--- config.mk ---
export PLATFORM = sky130hd
export DESIGN_NAME = debounce_multi_flat
export DESIGN_NICKNAME = d
export VERILOG_FILES = /design/src/rtl/debounce_pkg.sv /design/src/rtl/debounce_multi_if.sv /design/src/rtl/debounce_chan.sv /design/src/rtl/debounce_multi.sv /design/src/flat_wrapper.sv
export SDC_FILE = /design/constraint.sdc
export NUM_CORES = 1
export LEC_CHECK = 0
export BUFFER_PORTS_ARGS = -buffer_cell sky130_fd_sc_hd__buf_2
export CAP_MARGIN = 20
export CELL_PAD_IN_SITES_DETAIL_PLACEMENT = 1
export CELL_PAD_IN_SITES_GLOBAL_PLACEMENT = 2
export CORE_AREA = 5 5 62 64
export CTS_BUF_LIST = sky130_fd_sc_hd__clkbuf_16
export CTS_CLUSTER_DIAMETER = 60
export CTS_CLUSTER_SIZE = 12
export DETAILED_ROUTE_END_ITERATION = 8
export DIE_AREA = 0 0 67 69
export PLACE_DENSITY = 0.7
export SLEW_MARGIN = 25
export SYNTH_ARGS = -nofsm -noshare
export SYNTH_HDL_FRONTEND = slang
export SYNTH_SLANG_ARGS = --single-unit
--- constraint.sdc ---
create_clock -name clk -period 2.25 [get_ports clk]
set_clock_uncertainty 0.05 [all_clocks]
set_input_delay 0.45 -clock clk [delete_from_list [all_inputs] [get_ports clk]]
set_output_delay 0.45 -clock clk [all_outputs]
set_load 0.03 [all_outputs]
--- src/rtl/debounce_pkg.sv ---
// debounce_pkg: shared types and helpers for the multi-channel debouncer.
//   deb_state_t  per-channel filter state
//   cnt_width()  width of a stability counter that must hold 0..stable
package debounce_pkg;

  typedef enum logic [1:0] {
    STABLE_LO = 2'd0,
    WAIT_HI   = 2'd1,
    STABLE_HI = 2'd2,
    WAIT_LO   = 2'd3
  } deb_state_t;

  function automatic int cnt_width(input int stable);
    return $clog2(stable + 1);
  endfunction

endpackage

--- src/rtl/debounce_multi_if.sv ---
// debounce_multi_if: signal bundle between board-level inputs and the
// debouncer.
//   sample_en   qualifying-sample strobe (tie high for per-clock sampling)
//   din         raw asynchronous inputs, one bit per channel
//   level_out   debounced level per channel
//   rise_pulse  one-cycle pulse on a 0->1 change of level_out
//   fall_pulse  one-cycle pulse on a 1->0 change of level_out
//   any_event   OR of all rise and fall pulses, same cycle as the pulses
// master: the side that supplies inputs and consumes results.
// slave:  the debouncer itself.
interface debounce_multi_if #(
  parameter int N = 2
);
  logic         sample_en;
  logic [N-1:0] din;
  logic [N-1:0] level_out;
  logic [N-1:0] rise_pulse;
  logic [N-1:0] fall_pulse;
  logic         any_event;

  modport master (
    output sample_en, din,
    input  level_out, rise_pulse, fall_pulse, any_event
  );

  modport slave (
    input  sample_en, din,
    output level_out, rise_pulse, fall_pulse, any_event
  );
endinterface

--- src/rtl/debounce_chan.sv ---
// debounce_chan: one debouncer channel.
//   clk, reset     system clock, synchronous active-high reset
//   sample_en      qualifying-sample strobe
//   din            raw asynchronous input
//   level_out      debounced level (pure function of state)
//   rise_pulse     registered one-cycle pulse on level 0->1
//   fall_pulse     registered one-cycle pulse on level 1->0
//   rise_next      combinational value rise_pulse takes at the next edge
//   fall_next      combinational value fall_pulse takes at the next edge
// The *_next outputs let the parent register its any_event flag on the
// same edge as the pulses instead of one cycle later.
module debounce_chan
  import debounce_pkg::*;
#(
  parameter int STABLE_CYCLES = 4,
  parameter bit RESET_LEVEL   = 1'b0
) (
  input  logic clk,
  input  logic reset,
  input  logic sample_en,
  input  logic din,
  output logic level_out,
  output logic rise_pulse,
  output logic fall_pulse,
  output logic rise_next,
  output logic fall_next
);

  localparam int              CNT_W   = cnt_width(STABLE_CYCLES);
  localparam logic [CNT_W-1:0] CNT_TOP = CNT_W'(STABLE_CYCLES);
  localparam deb_state_t      RST_ST  = RESET_LEVEL ? STABLE_HI : STABLE_LO;

  logic             s1, s2;
  deb_state_t       state, state_nxt;
  logic [CNT_W-1:0] cnt, cnt_nxt, cnt_inc;

  // Synchroniser runs every clock; sample_en only gates the counter.
  // NOTE: registers are updated with non-blocking assignments so every
  // flop samples the pre-edge value of its neighbours (s2 sees the old s1).
  always_ff @(posedge clk) begin
    if (reset) begin
      s1 <= RESET_LEVEL;
      s2 <= RESET_LEVEL;
    end else begin
      s1 <= din;
      s2 <= s1;
    end
  end

  // Saturating increment: the counter never wraps back to zero.
  assign cnt_inc = (cnt == CNT_TOP) ? cnt : cnt + 1'b1;

  // NOTE: every output of this block is given a default before the case,
  // so no path leaves a variable unassigned and no latch is inferred.
  always_comb begin
    state_nxt = state;
    cnt_nxt   = cnt;
    rise_next = 1'b0;
    fall_next = 1'b0;
    unique case (state)
      STABLE_LO: begin
        if (s2) begin
          state_nxt = WAIT_HI;
          cnt_nxt   = '0;
        end
      end
      WAIT_HI: begin
        if (!s2) begin
          // Any reversal drops back at once, strobe or not.
          state_nxt = STABLE_LO;
          cnt_nxt   = '0;
        end else if (sample_en) begin
          if (cnt_inc == CNT_TOP) begin
            state_nxt = STABLE_HI;
            cnt_nxt   = '0;
            rise_next = 1'b1;
          end else begin
            cnt_nxt = cnt_inc;
          end
        end
      end
      STABLE_HI: begin
        if (!s2) begin
          state_nxt = WAIT_LO;
          cnt_nxt   = '0;
        end
      end
      WAIT_LO: begin
        if (s2) begin
          state_nxt = STABLE_HI;
          cnt_nxt   = '0;
        end else if (sample_en) begin
          if (cnt_inc == CNT_TOP) begin
            state_nxt = STABLE_LO;
            cnt_nxt   = '0;
            fall_next = 1'b1;
          end else begin
            cnt_nxt = cnt_inc;
          end
        end
      end
      default: begin
        state_nxt = RST_ST;
        cnt_nxt   = '0;
      end
    endcase
  end

  always_ff @(posedge clk) begin
    if (reset) begin
      state      <= RST_ST;
      cnt        <= '0;
      rise_pulse <= 1'b0;
      fall_pulse <= 1'b0;
    end else begin
      state      <= state_nxt;
      cnt        <= cnt_nxt;
      rise_pulse <= rise_next;
      fall_pulse <= fall_next;
    end
  end

  assign level_out = (state == STABLE_HI) || (state == WAIT_LO);

endmodule

--- src/rtl/debounce_multi.sv ---
// debounce_multi: N independent debouncer channels behind one interface.
//   clk    system clock, all state updates on the rising edge
//   reset  synchronous active-high reset
//   bus    debounce_multi_if slave: sample_en, din in; level_out,
//          rise_pulse, fall_pulse, any_event out
// Parameters: N channels, STABLE_CYCLES qualifying samples (>= 1) to
// accept a new level, RESET_LEVEL for outputs and synchronisers in reset.
module debounce_multi
  import debounce_pkg::*;
#(
  parameter int N             = 2,
  parameter int STABLE_CYCLES = 4,
  parameter bit RESET_LEVEL   = 1'b0
) (
  input logic             clk,
  input logic             reset,
  debounce_multi_if.slave bus
);

  logic [N-1:0] level, rise, fall, rise_next, fall_next;
  logic         any_event_q;

  for (genvar i = 0; i < N; i++) begin : g_chan
    debounce_chan #(
      .STABLE_CYCLES (STABLE_CYCLES),
      .RESET_LEVEL   (RESET_LEVEL)
    ) u_chan (
      .clk        (clk),
      .reset      (reset),
      .sample_en  (bus.sample_en),
      .din        (bus.din[i]),
      .level_out  (level[i]),
      .rise_pulse (rise[i]),
      .fall_pulse (fall[i]),
      .rise_next  (rise_next[i]),
      .fall_next  (fall_next[i])
    );
  end

  // Registered from the channels' next-pulse values so any_event lines up
  // with the pulses themselves.
  always_ff @(posedge clk) begin
    if (reset) any_event_q <= 1'b0;
    else       any_event_q <= |(rise_next | fall_next);
  end

  assign bus.level_out  = level;
  assign bus.rise_pulse = rise;
  assign bus.fall_pulse = fall;
  assign bus.any_event  = any_event_q;

endmodule

--- src/flat_wrapper.sv ---
// flat-port wrapper written by rule: the top's interface ports become plain ports
module debounce_multi_flat import debounce_pkg::*;
#(
  parameter int N             = 2,
  parameter int STABLE_CYCLES = 4,
  parameter bit RESET_LEVEL   = 1'b0
)
  (clk, reset, bus_sample_en, bus_din, bus_level_out, bus_rise_pulse, bus_fall_pulse, bus_any_event);
  debounce_multi_if #(.N(N)) bus_i ();
  input logic clk;
  input logic reset;
  input wire logic [$bits(bus_i.sample_en)-1:0] bus_sample_en;
  input wire logic [$bits(bus_i.din)-1:0] bus_din;
  output wire logic [$bits(bus_i.level_out)-1:0] bus_level_out;
  output wire logic [$bits(bus_i.rise_pulse)-1:0] bus_rise_pulse;
  output wire logic [$bits(bus_i.fall_pulse)-1:0] bus_fall_pulse;
  output wire logic [$bits(bus_i.any_event)-1:0] bus_any_event;
  assign bus_i.sample_en = bus_sample_en;
  assign bus_i.din = bus_din;
  assign bus_level_out = bus_i.level_out;
  assign bus_rise_pulse = bus_i.rise_pulse;
  assign bus_fall_pulse = bus_i.fall_pulse;
  assign bus_any_event = bus_i.any_event;
  debounce_multi #(.N(N), .STABLE_CYCLES(STABLE_CYCLES), .RESET_LEVEL(RESET_LEVEL)) u_core (.clk(clk), .reset(reset), .bus(bus_i));
endmodule
### Word level (Yosys, flattened, before mapping)

Cells that the tools add are included.

* reduce and logical (&&, ||, !) cells: 9
* bitwise gates (word level): 1
* multiplexer cells: 46
* $add $sub $neg: 2
* equality and inequality tests: 22

Operators with widths (number)
* $mux W3: 14
* $mux W2: 16
* $ne A3 B3 Y1 const B: 8
* $pmux W3 S4: 2
* $pmux W2 S4: 2
* $eq A3 B3 Y1 const B: 4
* $mux W1: 12
* $reduce_and A6 Y1: 2
* $eq A2 B2 Y1 const B: 4
* $ne A2 B2 Y1 const B: 4
* $add A3 B1 Y3 const B: 2
* $eq A2 B1 Y1 const B: 2
* $logic_not A2 Y1: 2
* $reduce_and A2 Y1: 2
* $logic_or A1 B1 Y1: 2
* $or A2 B2 Y2: 1
* $reduce_or A2 Y1: 1

* output and inout bits: 7
* logic and storage cells: 93
* register bits after elaboration: 19
* bits of input ports: 5

### Longest topological paths before layout

* depth after elaboration: 9
* mapped depth: 7
* mapped depth without buffers: 6

### Modules after synthesis

Synthesis repeated with hierarchy kept, for this count alone.

* cells, all modules: 107
* area total of the unflattened synthesis: 992.2 µm²

Modules (own cells, without submodules)
* debounce_chan (u_core.g_chan[0].u_chan): area each 491.7 µm², seq. area each 180.2 µm², times used 1, cells each 55
* debounce_chan (u_core.g_chan[1].u_chan): area each 470.5 µm², seq. area each 180.2 µm², times used 1, cells each 49
* debounce_multi: area each 30.0 µm², seq. area each 20.0 µm², times used 1, cells each 3

### Worst setup path before layout

OpenSTA, ideal clock, no wires.

* path kind: register -> register
* start point: register u_core.g_chan[1].u_chan.cnt[0]
* end point: register u_core.g_chan[1].u_chan.rise_pulse
* path slack: 423 ps
* required time: 2127 ps
* arrival: 1705 ps
* period minus slack after synthesis: 1827 ps
* cell stages (with the launch flop): 7
* cells stage by stage: dfxtp_1 -> inv_1 -> ha_1 -> and4bb_1 -> a311oi_1 -> or4_4 -> nor3b_2

* longest elaborated chain between the ends: 7
* elaborated cells on any way between the ends: 8
* those cells by class: add/sub (1); eq/ne (2); mux (5)

RTL lines
* start: declaration: line debounce_chan.sv:35 `logic [CNT_W-1:0] cnt, cnt_nxt, cnt_inc;`
* start signal: assignment: line debounce_chan.sv:117 `cnt <= cnt_nxt;`
* $add A3 B1 Y3 or $eq A3 B3 Y1 (tied branches): line debounce_chan.sv:51 `assign cnt_inc = (cnt == CNT_TOP) ? cnt : cnt + 1'b1;`
* $mux W3 (*): line debounce_chan.sv:51
* $eq A3 B3 Y1 (*): line debounce_chan.sv:73 `if (cnt_inc == CNT_TOP) begin`
* $mux W1 (*): line debounce_chan.sv:73
* $mux W1 (*): line debounce_chan.sv:72 `end else if (sample_en) begin`
* $mux W1 (*): line debounce_chan.sv:68 `if (!s2) begin`
* $mux W1 (*): line debounce_chan.sv:60 `unique case (state)`
* end signal: assignment: line debounce_chan.sv:118 `rise_pulse <= rise_next;`
* end: declaration: line debounce_chan.sv:23 `output logic rise_pulse,`

Every way passes the cells marked *; elsewhere a longest branch is shown, timed or not.
A chain may end at the register's enable or synchronous reset.

### Final worst setup path

* start point: register u_core.g_chan[0].u_chan.cnt[0]
* end point: register u_core.g_chan[0].u_chan.rise_pulse

* longest elaborated chain between the ends: 7
* elaborated cells on any way between the ends: 8
* those cells by class: add/sub (1); eq/ne (2); mux (5)

RTL lines (line)
* start: declaration: debounce_chan.sv:35
* start signal: assignment: debounce_chan.sv:117
* $add A3 B1 Y3 or $eq A3 B3 Y1 (tied branches): debounce_chan.sv:51
* $mux W3 (*): debounce_chan.sv:51
* $eq A3 B3 Y1 (*): debounce_chan.sv:73
* $mux W1 (*): debounce_chan.sv:73
* $mux W1 (*): debounce_chan.sv:72
* $mux W1 (*): debounce_chan.sv:68
* $mux W1 (*): debounce_chan.sv:60
* end signal: assignment: debounce_chan.sv:118
* end: declaration: debounce_chan.sv:23

Marks and branches as above.

==> results.tsv <==
metric	value	unit
commonest non-fill, non-tap cell in the layout	dfxtp_1	
clock share of power	49.1	%
final net count	128	
area delta synth->final	11.7	%
share of layout cells above drive strength 1	22.9	%
met1 WL	915	µm
Synth async-reset ratio	0	%
Die Y	69	µm
CP max FO	5	
final wirelength	2040	µm
highest metal used	met4	
Gate power share	3.8	%
Leak	0.461	nW
dpl cells	160	
worst relative slew slack	64.6	%
net load switching power	0.145	mW
final setup TNS	0	ns
Final Critical Period	1.98	ns
worst r2r src	u_core.g_chan[0].u_chan.cnt[0]	
number of H-tree levels	1	
R2R cell count	6	
post-CTS setup buffer count	0	
Synth top area share	35.9	%
final setup vio count	0	
Internal Pwr Total	0.589	mW
port bufs	11	
DRC Markers	0	
Min Hold Slack	0.385	ns
IO Pins	12	
Die Area	4620	µm²
Reg power frac	47.1	%
Initial DRT Pass Iterations	2	
CP Class	reg2reg	
Max clock buf depth	2	
critical path cell sequence	clkinv_2 -> ha_1 -> nand2_2 -> xnor2_1 -> or4_1 -> nor4b_4	
mux share of post-synthesis cell area	3.90	%
status	completed	
drt first-iter violations	31	
core area	3230	µm²
most frequent cells in the layout	dfxtp_1 (19), buf_2 (11)	
metal3 WL	67	µm
Root Buffer	clkbuf_16	
sw frac	19.8	%
initial core utilization	32.8	%
HP Class	in2reg	
Slew @ Worst Pin	0.530	ns
DP HPWL	1560	µm
first-pass GRT wire length	3650	µm
top cells by area, synth	dfxtp_1 (36%), ha_1 (4.7%), nor4b_4 (4.5%), buf_4 (4.3%), nor2b_1 (3.5%)	
Worst R2R Setup Slack	0.27	ns
cells after synthesis	114	
Worst EP arrival	2.10	ns
Yosys top cell by area	dfxtp_1	
Reg clk slew, reported paths	0.06	ns
Fillers	389	
initial antenna violation count	0	
cts hold-fix bufs	0	
non-filler cells, final	164	
Seq cells post-synth	19	
Post-DRT Antenna Nets	0	
slowest CP cell	or4_1	
Max Freq	504	MHz
Post-Synth Adder-Cell Area	4.72	%
grt ovf	0	
CTS Sinks	19	
CTS tree	done	
part of the cycle the worst path needs	88.1	%
Worst-Skew Late Latency	0.25	ns
GPL Wtd Cong	0.741	
HP Start	bus_din[0]	
crit-path max cell delay	0.68	ns
total track usage	10.0	%
post-synthesis cell type count	43	
Worst setup SP type	flop	
Worst EP required	2.36	ns
Power Total	0.733	mW
largest net degree at the start of global routing	21	
PD cells	620	nW/µm²
Synth Area in XOR/XNOR	4.13	%
Synth Area in Compound Gates	9.80	%
Mapped Avg Cell Area	9.30	µm²
Main synth FF type	dfxtp_1	
max-cap viol count	0	
Crit. End Element	flop	
final hold violation count	0	
Die X	67	µm
TritonCTS buffer count	3	
sequential share of the synthesized area	35.9	%
Via density	4.79	
Min-Delay Path Depth	2	
max-slew violations	0	
DR vias	785	
drt wl/cell	12.4	µm
largest family of logic cells by synthesized area	simple AND/OR/NAND/NOR gates	
Yosys warning count	0	
WL met2	1040	µm
ANT cells	0	
Hold Path Sink	u_core.g_chan[0].u_chan.s1	
synthesized area	1060	µm²
Syn Nets	123	
maximum resistive drop on vdd	0.379	mV
Std-Cell Rows	21	
unrepaired setup endpoints after global routing	false	
vias in the first global route	781	
post-cts sizing count	0	
Crit Reg-Reg Endpoint	u_core.g_chan[0].u_chan.rise_pulse	
Post-synth EDFFs	0	
Synth Area in Simple Gates	32.2	%
[final cells by class]
type,instances,area (µm²),area share [%]
flip-flops and latches,19,380,32.1
multi-input cells,77,581,49.0
well taps,46,57.6,4.86
clock inverters,1,3.75,0.317
inverters,6,23.8,2.01
repair buffers,12,62.6,5.29
clock buffers,3,75.1,6.34
[critical path: cells and delay by family, from the launching register on]
family / cells / cell delay [ns]
simple gates: 3 / 1.03
flops: 1 / 0.36
fa+ha+maj: 1 / 0.27
buf+inv: 1 / 0.12
xor+xnor: 1 / 0.05
[through the flow]
step / setup slack (ns) / instance area, µm² / util (%)
floorplan: 0.423 / 1060 / -
finish: 0.267 / 1180 / 36.6
global placement: 0.341 / 1100 / 34.2
detailed placement: 0.254 / 1100 / 34.2
CTS: 0.243 / 1180 / 36.6
global route: 0.158 / 1180 / 36.6
[per-layer routing]
| layer | global-route usage [%] | up-vias |
|---|---|---|
| met5 | 0 | - |
| met4 | 2.03 | 0 |
| met3 | 3.90 | 4 |
| met2 | 16.4 | 6 |
| met1 | 12.3 | 379 |
| li1 | - | 396 |
[Yosys cell counts, types with 2 or more instances]
library cell / count
dfxtp_1: 19
buf_4: 6
nand2_1: 6
nor2_1: 6
nor2b_1: 6
inv_1: 5
a21oi_1: 4
ha_1: 4
nand2b_1: 4
o21ai_0: 4
mux2i_1: 3
nand3_1: 3
nor3_1: 3
xnor2_1: 3
and2b_1: 2
and3b_1: 2
clkbuf_1: 2
nand4_1: 2
nor3b_2: 2
nor4b_4: 2
or2b_1: 2
or4_1: 2
xor2_1: 2
[logic make-up after synthesis]
family          after synthesis
simple gates                 48
flops                        19
buf+inv                      18
compound gates               16
xor+xnor                      5
mux                           4
fa+ha+maj                     4
[power by group through the flow]
stage / Sequential, mW / Clock (mW) / Combinational [mW]
2_1_floorplan: 0.352 / 0 / 0.0210
6_report: 0.345 / 0.360 / 0.0281
3_3_place_gp: 0.353 / 0 / 0.0276
3_5_place_dp: 0.353 / 0 / 0.0284
5_1_grt: 0.346 / 0.395 / 0.0316
4_1_cts: 0.345 / 0.370 / 0.0287
[worst max-delay path by stage]
stage,to,cells after the start,startpoint,slack (ns)
CTS,u_core.g_chan[0].u_chan.rise_pulse,6,u_core.g_chan[0].u_chan.cnt[0],0.24
finish,u_core.g_chan[0].u_chan.rise_pulse,6,u_core.g_chan[0].u_chan.cnt[0],0.27
global placement,u_core.g_chan[0].u_chan.state[0],6,u_core.g_chan[0].u_chan.cnt[0],0.34
global route,u_core.g_chan[0].u_chan.rise_pulse,6,u_core.g_chan[0].u_chan.cnt[0],0.16
detailed placement,u_core.g_chan[0].u_chan.rise_pulse,6,u_core.g_chan[0].u_chan.cnt[0],0.25
floorplan,u_core.g_chan[1].u_chan.rise_pulse,6,u_core.g_chan[1].u_chan.cnt[0],0.42
No activity file was read; power rests on OpenSTA's default activity.
